### src/rtl/nor_reader_if.sv
// Request/response port of the NOR flash read engine.
// master = fetch logic issuing reads, slave = the read engine.
interface nor_reader_if;
  logic        req_valid;
  logic        req_ready;
  logic [23:0] req_addr;
  logic [1:0]  req_len;
  logic        rvalid;
  logic [31:0] rdata;

  modport master (output req_valid, req_addr, req_len,
                  input  req_ready, rvalid, rdata);
  modport slave  (input  req_valid, req_addr, req_len,
                  output req_ready, rvalid, rdata);
endinterface

### src/rtl/nor_reader.sv
// Single-transaction read engine for an external serial NOR flash.
// Runs command, 24-bit address, optional dummy clocks and 1-4 data bytes,
// returning the bytes little-endian in rdata. SCK is clk/2, mode 0.
module nor_reader #(
  parameter string      NOR_TYPE = "spi",
  parameter logic [7:0] CMD      = 8'h03,
  parameter int         DUMMY    = 10
) (
  input  logic       clk,
  input  logic       rst,
  nor_reader_if.slave bus,
  output logic       sck,
  output logic       csb,
  output logic [3:0] sio_o,
  output logic [3:0] sio_oe,
  input  logic [3:0] sio_i
);

  localparam bit         QSPI      = (NOR_TYPE == "qspi");
  // SCK periods per phase; qspi moves a nibble per period
  localparam logic [7:0] CMD_P     = QSPI ? 8'd2 : 8'd8;
  localparam logic [7:0] ADDR_P    = QSPI ? 8'd6 : 8'd24;
  localparam logic [7:0] BYTE_P    = QSPI ? 8'd2 : 8'd8;
  localparam logic [7:0] DUMMY_P   = 8'(DUMMY);
  localparam bit         HAS_DUMMY = QSPI && (DUMMY > 0);
  localparam logic [3:0] DRV_OE    = QSPI ? 4'hF : 4'h1;

  typedef enum logic [2:0] {S_IDLE, S_CMD, S_ADDR, S_DUMMY, S_DATA, S_DONE} state_t;

  state_t      state;
  logic        ph;     // 0: next edge starts a low half, 1: next edge raises SCK
  logic [7:0]  cnt;    // periods left in the current phase / byte, minus 1
  logic [31:0] sh;     // {CMD, addr} shifted out MSB first
  logic [1:0]  len;
  logic [1:0]  k;      // byte index being received
  logic        last;   // final data bit sampled; next low half winds down
  logic [7:0]  bsh;    // partial byte
  logic [31:0] rin;    // bytes gathered so far
  logic [7:0]  nb;

  // byte shifter with the incoming bit(s) appended
  always_comb begin
    nb = QSPI ? {bsh[3:0], sio_i} : {bsh[6:0], sio_i[1]};
  end

  // Whole transaction FSM; every pin and handshake output is registered here.
  always_ff @(posedge clk or posedge rst) begin
    if (rst) begin
      state         <= S_IDLE;
      ph            <= 1'b0;
      cnt           <= '0;
      sh            <= '0;
      len           <= '0;
      k             <= '0;
      last          <= 1'b0;
      bsh           <= '0;
      rin           <= '0;
      sck           <= 1'b0;
      csb           <= 1'b1;
      sio_o         <= '0;
      sio_oe        <= '0;
      bus.req_ready <= 1'b1;
      bus.rvalid    <= 1'b0;
      bus.rdata     <= '0;
    end else begin
      bus.rvalid <= 1'b0;
      case (state)
        S_IDLE, S_DONE: begin
          if (state == S_DONE) begin
            csb        <= 1'b1;
            bus.rvalid <= 1'b1;
            bus.rdata  <= rin;
            state      <= S_IDLE;
          end
          if (bus.req_valid && bus.req_ready) begin
            state         <= S_CMD;
            ph            <= 1'b0;
            cnt           <= CMD_P - 8'd1;
            sh            <= {CMD, bus.req_addr};
            len           <= bus.req_len;
            k             <= '0;
            last          <= 1'b0;
            rin           <= '0;
            bus.req_ready <= 1'b0;
            // a back-to-back accept in DONE must not clobber the result being returned
            if (state == S_IDLE) bus.rdata <= '0;
          end
        end
        default: begin
          if (!ph) begin
            sck <= 1'b0;
            csb <= 1'b0;
            ph  <= 1'b1;
            if (last) begin
              state         <= S_DONE;
              bus.req_ready <= 1'b1;
            end else if (state == S_CMD || state == S_ADDR) begin
              sio_o  <= QSPI ? sh[31:28] : {3'b000, sh[31]};
              sio_oe <= DRV_OE;
              sh     <= QSPI ? {sh[27:0], 4'h0} : {sh[30:0], 1'b0};
            end else begin
              sio_o  <= '0;
              sio_oe <= '0;
            end
          end else begin
            sck <= 1'b1;
            ph  <= 1'b0;
            if (state == S_DATA) begin
              bsh <= nb;
              if (cnt == 8'd0) begin
                rin[8*k +: 8] <= nb;
                cnt           <= BYTE_P - 8'd1;
                if (k == len) last <= 1'b1;
                else          k    <= k + 2'd1;
              end else begin
                cnt <= cnt - 8'd1;
              end
            end else if (cnt != 8'd0) begin
              cnt <= cnt - 8'd1;
            end else if (state == S_CMD) begin
              state <= S_ADDR;
              cnt   <= ADDR_P - 8'd1;
            end else if (state == S_ADDR && HAS_DUMMY) begin
              state <= S_DUMMY;
              cnt   <= DUMMY_P - 8'd1;
            end else begin
              state <= S_DATA;
              cnt   <= BYTE_P - 8'd1;
            end
          end
        end
      endcase
    end
  end

endmodule

### src/flat_wrapper.sv
// flat-port wrapper written by rule: the top's interface ports become plain ports
module nor_reader_flat 
#(
  parameter string      NOR_TYPE = "   ",
  parameter logic [7:0] CMD      = 8'h03,
  parameter int         DUMMY    = 10
)
  (clk, rst, sck, csb, sio_o, sio_oe, sio_i, bus_req_valid, bus_req_addr, bus_req_len, bus_req_ready, bus_rvalid, bus_rdata);
  nor_reader_if bus_i ();
  input  logic clk;
  input  logic rst;
  output logic sck;
  output logic csb;
  output logic [3:0] sio_o;
  output logic [3:0] sio_oe;
  input  logic [3:0] sio_i;
  input wire logic [$bits(bus_i.req_valid)-1:0] bus_req_valid;
  input wire logic [$bits(bus_i.req_addr)-1:0] bus_req_addr;
  input wire logic [$bits(bus_i.req_len)-1:0] bus_req_len;
  output wire logic [$bits(bus_i.req_ready)-1:0] bus_req_ready;
  output wire logic [$bits(bus_i.rvalid)-1:0] bus_rvalid;
  output wire logic [$bits(bus_i.rdata)-1:0] bus_rdata;
  assign bus_i.req_valid = bus_req_valid;
  assign bus_i.req_addr = bus_req_addr;
  assign bus_i.req_len = bus_req_len;
  assign bus_req_ready = bus_i.req_ready;
  assign bus_rvalid = bus_i.rvalid;
  assign bus_rdata = bus_i.rdata;
  nor_reader #(.NOR_TYPE(NOR_TYPE), .CMD(CMD), .DUMMY(DUMMY)) u_core (.clk(clk), .rst(rst), .bus(bus_i), .sck(sck), .csb(csb), .sio_o(sio_o), .sio_oe(sio_oe), .sio_i(sio_i));
endmodule
### config.mk
export PLATFORM = sky130hd
export DESIGN_NAME = nor_reader_flat
export DESIGN_NICKNAME = d
export VERILOG_FILES = /design/src/rtl/nor_reader_if.sv /design/src/rtl/nor_reader.sv /design/src/flat_wrapper.sv
export SDC_FILE = /design/constraint.sdc
export NUM_CORES = 1
export LEC_CHECK = 0
export ABC_AREA = 1
export CELL_PAD_IN_SITES_DETAIL_PLACEMENT = 1
export CELL_PAD_IN_SITES_GLOBAL_PLACEMENT = 2
export CORE_ASPECT_RATIO = 0.75
export CORE_MARGIN = 4
export CORE_UTILIZATION = 29
export CTS_CLUSTER_DIAMETER = 150
export DETAILED_ROUTE_END_ITERATION = 10
export GPL_ROUTABILITY_DRIVEN = 0
export PLACE_DENSITY = 0.73
export SLEW_MARGIN = 30
export SYNTH_ARGS = -nofsm -noshare
export SYNTH_HDL_FRONTEND = slang
export SYNTH_SLANG_ARGS = --single-unit
### constraint.sdc
create_clock -name clk -period 4.3 [get_ports clk]
set_input_delay 1.29 -clock clk [delete_from_list [all_inputs] [get_ports clk]]
set_output_delay 1.29 -clock clk [all_outputs]
set_load 0.01 [all_outputs]
# Yosys cells after proc, flatten, opt, wreduce, memory -nomap -nowiden
# Cells that the tools add are included.
# classes
shift	2
n_eq_ne	13
n_addsub	3
n_reduce_logical	24
mux	54
bitwise_logic	3
# op_table
operator	count
32-bit 2-to-1 mux	13
8-bit 2-to-1 mux	6
5-bit negator with 34-bit output	1
8-bit by 34-bit variable shift with 32-bit output, first input constant	1
8-bit by 34-bit indexed part select with 32-bit output	1
32-bit bitwise mux	1
3-bit 2-to-1 mux	8
1-bit 2-to-1 mux	19
2-bit 2-to-1 mux	6
4-bit AND reduction	3
2-bit nonzero test	6
5-bit AND reduction	2
3-bit AND reduction	3
8-bit zero test	1
8-bit nonzero test	1
8-bit by 1-bit subtractor with 8-bit output, second input constant	1
3-bit equality test, second input constant	2
2-bit != test, second input constant	3
3-bit != test, second input constant	2
2-bit AND reduction	3
5-bit 2-to-1 mux	1
2-bit by 1-bit != test with 1-bit output, second input constant	2
3-bit by 1-bit equality test with 1-bit output, second input constant	1
3-bit by 2-bit equality test with 1-bit output, second input constant	1
other kinds (9)	11
# word_totals
ff_bits	132
input_bits	33

# Longest topological paths before layout
# Gate-level depths: netlist (run 1).
# depth
ltp_word	7
mapped_depth	11

# Worst setup path before layout (run 1)
# OpenSTA, ideal clock, no wires.
# synth_path
kind	input to register
from	in bus_req_valid
to	reg u_core.last
path_stages	8
required_ns	4.183
arrival_time_ns	1.981
path_slack_ns	2.201
setup_ns	0.117
cell_sequence	nand2_1 > inv_1 > nand2_4 > nand2_4 > buf_4 > nand3_1 > nand2_1 > nand2_1
# synth_between
elab_chain_len	3
# synth_lines
element	line_no	rtl
from (decl)	flat_wrapper.sv:17	input wire logic [$bits(bus_i.req_valid)-1:0] bus_req_valid;
1-bit logical AND	nor_reader.sv:75	if (bus.req_valid && bus.req_ready) begin
2-bit by 1-bit != test with 1-bit output (no line)	-	
5-bit AND reduction (no line)	-	
to (signal assigned)	nor_reader.sv:55	last <= 1'b0;
to (signal assigned)	nor_reader.sv:82	last <= 1'b0;
to (signal assigned)	nor_reader.sv:113	if (k == len) last <= 1'b1;
to (decl)	nor_reader.sv:36	logic last;
# No other way between the ends.
# A chain may end at the register's enable or synchronous reset.

# Worst setup path after layout (run 1)
# layout_path
from	reg u_core.bus.req_ready
to	out bus_req_ready
# layout_rtl
element	line_no	rtl
from (decl)	nor_reader_if.sv:14	output req_ready, rvalid, rdata);
from (signal assigned)	nor_reader.sv:62	bus.req_ready <= 1'b1;
from (signal assigned)	nor_reader.sv:84	bus.req_ready <= 1'b0;
from (signal assigned)	nor_reader.sv:96	bus.req_ready <= 1'b1;
to (decl)	flat_wrapper.sv:20	output wire logic [$bits(bus_i.req_ready)-1:0] bus_req_ready;
# No word-level cell between the ends.

==> results of run 1 <==
[logic make-up after synthesis]
family	Yosys count	share of synthesized area
AND/OR/NAND/NOR	508	0.358
flip-flops	126	0.513
adder cells (fa/ha/maj)	6	0.0122
AO/OA/AOI/OAI	58	0.0500
buffers and inverters	84	0.0636
other	1	0.000609
XOR/XNOR	2	0.00285
[layout make-up]
| type | instances | area, um^2 | area share |
|---|---|---|---|
| clock buffers | 21 | 470 | 0.0614 |
| clock inverters | 11 | 180 | 0.0235 |
| inverters | 42 | 161 | 0.0211 |
| multi-input cells | 580 | 2630 | 0.343 |
| flip-flops and latches | 126 | 3160 | 0.412 |
| well taps | 282 | 353 | 0.0461 |
| repair buffers | 71 | 713 | 0.0931 |
[power groups by stage]
stage	logic [mW]	clock network, mW	registers (mW)
2_1_floorplan	1.84	0	1.73
3_3_place_gp	2.31	0	1.79
6_report	2.36	1.58	1.79
3_5_place_dp	2.39	0	1.81
4_1_cts	2.41	1.63	1.80
5_1_grt	2.72	1.69	1.84
[state kept, by name, summed over array words and instances, names as in the netlist, 2 cells and up]
signal and flops:
u_core.state 3, u_core.k 2, u_core.len 2, u_core.bsh 7, u_core.sh 32, u_core.bus.rdata 32, u_core.rin 32, u_core.cnt 8
[worst paths after layout]
path                                                   from                           to  slack, ns  depth (start not counted)
setup / recovery           u_core.bus.req_ready$_DFFE_PP1P_                bus_req_ready       1.51                          1
hold / removal                   u_core.rin[26]$_DFFE_PP0P_   u_core.rin[26]$_DFFE_PP0P_       0.47                          2
setup reg to reg                u_core.state[1]$_DFFE_PP0P_   u_core.rin[13]$_DFFE_PP0P_       1.62                          8
hold reg to reg                  u_core.rin[26]$_DFFE_PP0P_   u_core.rin[26]$_DFFE_PP0P_       0.47                          2
max in group asynchronous                               rst     u_core.sh[7]$_DFFE_PP0P_       2.27                          3
min in group asynchronous                               rst  u_core.bus.rvalid$_DFF_PP0_       1.32                          3
[through the flow]
stage	hold slack (ns)	worst slack, ns	total power, mW	instance area, um^2
after global routing	0.499	1.33	6.25	7660
after CTS	0.477	1.48	5.83	7660
after floorplan	0.441	1.46	3.57	6180
after detailed placement	0.463	1.15	4.20	7010
after global placement	0.454	1.16	4.10	7010
final	0.470	1.51	5.74	7660
[layer usage]
metal | routed length [um] | part of all wire | vias up
li1 | - | - | 2614
met1 | 8590 | 0.52 | 2565
met2 | 7010 | 0.43 | 78
met3 | 601 | 0.037 | 18
met4 | 207 | 0.013 | 0
met5 | 0 | 0 | -
[cells in the final DEF, fill, tap and decap left out, drive strengths merged]
| cell type | instances |
|---|---|
| bufinv | 4 |
| clkbuf | 21 |
| o21ai | 19 |
| nand2 | 366 |
| clkdlybuf4s50 | 67 |
| o22ai | 1 |
| or2 | 2 |
| inv | 42 |
| dfrtp | 124 |
| clkinvlp | 2 |
| dfstp | 2 |
| nor3 | 7 |
| o211ai | 1 |
| o21a | 1 |
| a21oi | 36 |
| xor2 | 2 |
| nand3 | 31 |
| conb | 6 |
| buf | 4 |
| nand4 | 54 |
| ha | 6 |
| clkinv | 5 |
| nor2 | 48 |
==> flow_summary.ini, run 1 <==
[timing]
fin_skew_ns = 0.0110
fmax_mhz = 359
setup_viol = 0
setup_tns_ns = 0
rsz0062_at_grt = no
slew_headroom = 0.492
slew_violations = 0
finalHoldViolCount = 0
tightest_slew_ns = 0.762
min_period_over_period = 0.648
post-route-min-period_ns = 2.79

[setup_path]
critPathSlowestCell = dfstp_2
critPathMaxFanout = 3
critPathKind = flop to primary output
worst_ep_required_time_ns = 3.01
crit_family = flip-flops
end_kind = primary output
path_buf_inv = 1
crit_path_start_kind = flop
critPathMaxStageDelay_ns = 0.54
crit_path_cell_trace = clkdlybuf4s50_1
crit_arrival_ns = 1.50

[synth]
syn_avg_cell_area_um2 = 7.84
yosys-top-cells-count = nand2_1, dfrtp_1, nand4_1
ys_warn_count = 0
async_flop_share = 1.00
yosysMostFrequentCell = nand2_1
yosysSeqAreaShare = 0.513
ys.flop_type = dfrtp_1
ys_ff_latch = 126
yosys.area.top_type = dfrtp_1
synth_cell_types = 33
netlist_instances = 785
synthTopCellsByArea = dfrtp_1, nand2_1, nand4_1
synth-edff-count = 0
syn_area_mm2 = 0.00616
synth_top_area_share = 0.504

[die]
fp.dieArea_mm2 = 0.0236
pin_count = 77
die_w_um = 176
coreArea_mm2 = 0.0206
core.rowCount = 45
die_h_um = 134
start_util = 0.300

[grt]
use_met3 = 0.0341
grt_pass1_vias = 5414
grt_overflow = 0
grt_pass1_wl_mm = 28.0
use_met2 = 0.213
grt_antenna_before_repair = 0
grt_max_degree = 70
grt_use_met1 = 0.214
grt_usage = 0.147
grt.busiest_layer = met1

[flow_run]
cap_violations = 0

[clocking]
ctsResizeCount = 0
cts_setup_buffers = 0
cts.sinks = 126
clk_pin_slew_ns = 0.06
cts_tree = yes
hold_buffers = 0
cts_buffers = 17
root_buffer = clkbuf_16
clock_path_buffers = 2
clkLatencyLatePin_ns = 0.43
htree_levels = 4

[layout]
final_layout_size_suffix_gt1_frac = 0.0729
fin_nets = 877
n_antenna_cell = 0
fill_cells = 2457
final_core_util = 0.373
syn_to_final_growth_pct = 24.5
stdcell_count = 1133

[power_and_ir_drop]
netSwitchingPower_mw = 2.53
clkPwrFrac = 0.276
ir_drop_mv = 0.328
power.share.switching = 0.440
powerDensity_mw_per_mm2 = 749
leakage_nw = 3.75
seqPwrFrac = 0.313
combPwrFrac = 0.412
p_int_mw = 3.21

[detailed_routing]
vias_per_cell = 4.66
drt-wirelength-per-cell_um = 14.5
vias = 5275
drc = 0
routed_wl_mm = 16.4
ant_nets = 0
drt_iter0_drc = 266
drt-pass1-iter-count = 4

[hold_path]
hp-class = flop to flop

[placement]
portBuffers = 67
dpl.cell_count = 1101
dp_hpwl_mm = 11.4

[run_status]
status = finished, final reports clean
(Power assumes the default switching activity.)
==> inputs of run 2 (changes only) <==
--- a/config.mk
+++ b/config.mk
@@ -10,11 +10,11 @@
 export CELL_PAD_IN_SITES_GLOBAL_PLACEMENT = 2
 export CORE_ASPECT_RATIO = 0.75
 export CORE_MARGIN = 4
-export CORE_UTILIZATION = 29
+export CORE_UTILIZATION = 33
 export CTS_CLUSTER_DIAMETER = 150
 export DETAILED_ROUTE_END_ITERATION = 10
 export GPL_ROUTABILITY_DRIVEN = 0
-export PLACE_DENSITY = 0.73
+export PLACE_DENSITY = 0.79
 export SLEW_MARGIN = 30
 export SYNTH_ARGS = -nofsm -noshare
 export SYNTH_HDL_FRONTEND = slang
==> constraint.sdc (replaced) <==
create_clock -name clk -period 2.7 [get_ports clk]
set_input_delay 0.81 -clock clk [delete_from_list [all_inputs] [get_ports clk]]
set_output_delay 0.81 -clock clk [all_outputs]
set_load 0.01 [all_outputs]
==> flow_summary.ini, run 2 (synthesis results as in run 1) <==
[run_status]
status = finished, final reports clean

[setup_path]
startpoint = u_core.bus.req_ready$_DFFE_PP1P_
crit_path_start_kind = flop
rr_startpoint = u_core.state[0]$_DFFE_PP0P_
crit_path_cell_trace = clkdlybuf4s50_1
end_kind = primary output
critPathKind = flop to primary output
crit_family = flip-flops
critPathMaxFanout = 3
crit_arrival_ns = 1.50
worst_ep_required_time_ns = 1.89
critPathMaxStageDelay_ns = 0.55
critPathSlowestCell = dfstp_2
path_buf_inv = 1

[detailed_routing]
routed_wl_mm = 16.8
drt-wirelength-per-cell_um = 15.2
drc = 0
drt_iter0_drc = 312
vias_per_cell = 4.82
vias = 5308
ant_nets = 0
drt-pass1-iter-count = 4

[layout]
n_antenna_cell = 0
top_regs = u_core.bus.rdata: 32 flops, u_core.rin: 32 flops, u_core.sh: 32 flops
fin_nets = 886
syn_to_final_growth_pct = 25.4
final_layout_size_suffix_gt1_frac = 0.0826
final_cell_mix = nand2_1, dfrtp_1, clkdlybuf4s50_1
final_common_cell = nand2_1

[die]
die_w_um = 166
pin_count = 77
core.rowCount = 42
start_util = 0.343
die_h_um = 126
coreArea_mm2 = 0.0180
fp.dieArea_mm2 = 0.0209

[hold_path]
hp-class = flop to flop
hp-start = u_core.sh[31]$_DFFE_PP0P_

[clocking]
clkLatencyLatePin_ns = 0.43
cts_tree = yes
clock_path_buffers = 2
hold_buffers = 0
root_buffer = clkbuf_16
ctsResizeCount = 0
htree_levels = 4
cts_buffers = 17
clk_pin_slew_ns = 0.05
cts.sinks = 126
cts_setup_buffers = 0

[placement]
dp_hpwl_mm = 11.5
post-place-ws_ns = 0.215
portBuffers = 67

[timing]
setup_slack_ns = 0.390
setup_viol = 0
rsz0062_at_grt = no
min_period_over_period = 0.855
tightest_slew_ns = 0.563
finalHoldViolCount = 0
post-route-min-period_ns = 2.31
fin_skew_ns = 0.00787
hold_slack_ns = 0.470
slew_violations = 0
setup_tns_ns = 0
fmax_mhz = 433
slew_headroom = 0.623

[grt]
grt_pass1_vias = 5541
grt_usage = 0.166
grt_max_degree = 67
grt_overflow = 0
grt_antenna_before_repair = 0
grt_pass1_wl_mm = 28.4

[power_and_ir_drop]
leakage_nw = 3.79
powerDensity_mw_per_mm2 = 1210
ir_drop_mv = 0.579

[flow_run]
cap_violations = 0
## run 2: per-stage QoR
| stage | util | power (mW) | cell area (um^2) | std cells |
|---|---|---|---|---|
| 2_1_floorplan | - | 5.69 | 6180 | 790 |
| 3_3_place_gp | 0.392 | 6.65 | 7050 | 1070 |
| 3_5_place_dp | 0.392 | 6.82 | 7050 | 1070 |
| 4_1_cts | 0.429 | 9.46 | 7720 | 1102 |
| 5_1_grt | 0.429 | 10.1 | 7720 | 1102 |
| 6_report | 0.429 | 9.34 | 7720 | 1102 |
## run 2: cell type report
type	count	area, um^2
well taps	242	303
repair buffers	80	806
clock inverters	13	211
clock buffers	19	453
flip-flops and latches	126	3160
inverters	42	161
fillers	2173	10300
multi-input cells	580	2630
## run 2: final timing paths
check,endpoint,slack [ns],cells after the start
max,bus_req_ready,0.39,1
min,u_core.sh[31]$_DFFE_PP0P_,0.47,2
max reg2reg,u_core.rin[20]$_DFFE_PP0P_,0.45,7
min reg2reg,u_core.sh[31]$_DFFE_PP0P_,0.47,2
max in group asynchronous,u_core.bus.req_ready$_DFFE_PP1P_,1.49,3
min in group asynchronous,u_core.sh[18]$_DFFE_PP0P_,0.86,3
## run 2: per-layer routing
metal | GRT usage | part of all wire
met2 | 0.253 | 0.45
met1 | 0.234 | 0.50
met5 | 0 | 0
met3 | 0.0320 | 0.036
met4 | 0.0635 | 0.014
## run 2: power by group
part	leakage [nW]	total [mW]	internal [mW]	switching (mW)
Clock	0.312	2.57	1.69	0.881
Combinational	1.79	3.97	1.18	2.78
Sequential	1.69	2.81	2.41	0.395
==> inputs of run 3 (changes only) <==
--- a/config.mk
+++ b/config.mk
@@ -6,6 +6,7 @@
 export NUM_CORES = 1
 export LEC_CHECK = 0
 export ABC_AREA = 1
+export ABC_CLOCK_PERIOD_IN_PS = 2700
 export CELL_PAD_IN_SITES_DETAIL_PLACEMENT = 1
 export CELL_PAD_IN_SITES_GLOBAL_PLACEMENT = 2
 export CORE_ASPECT_RATIO = 0.75
==> results of run 3 <==
No change in the layout: final DEF, timing and power equal those of run 2.
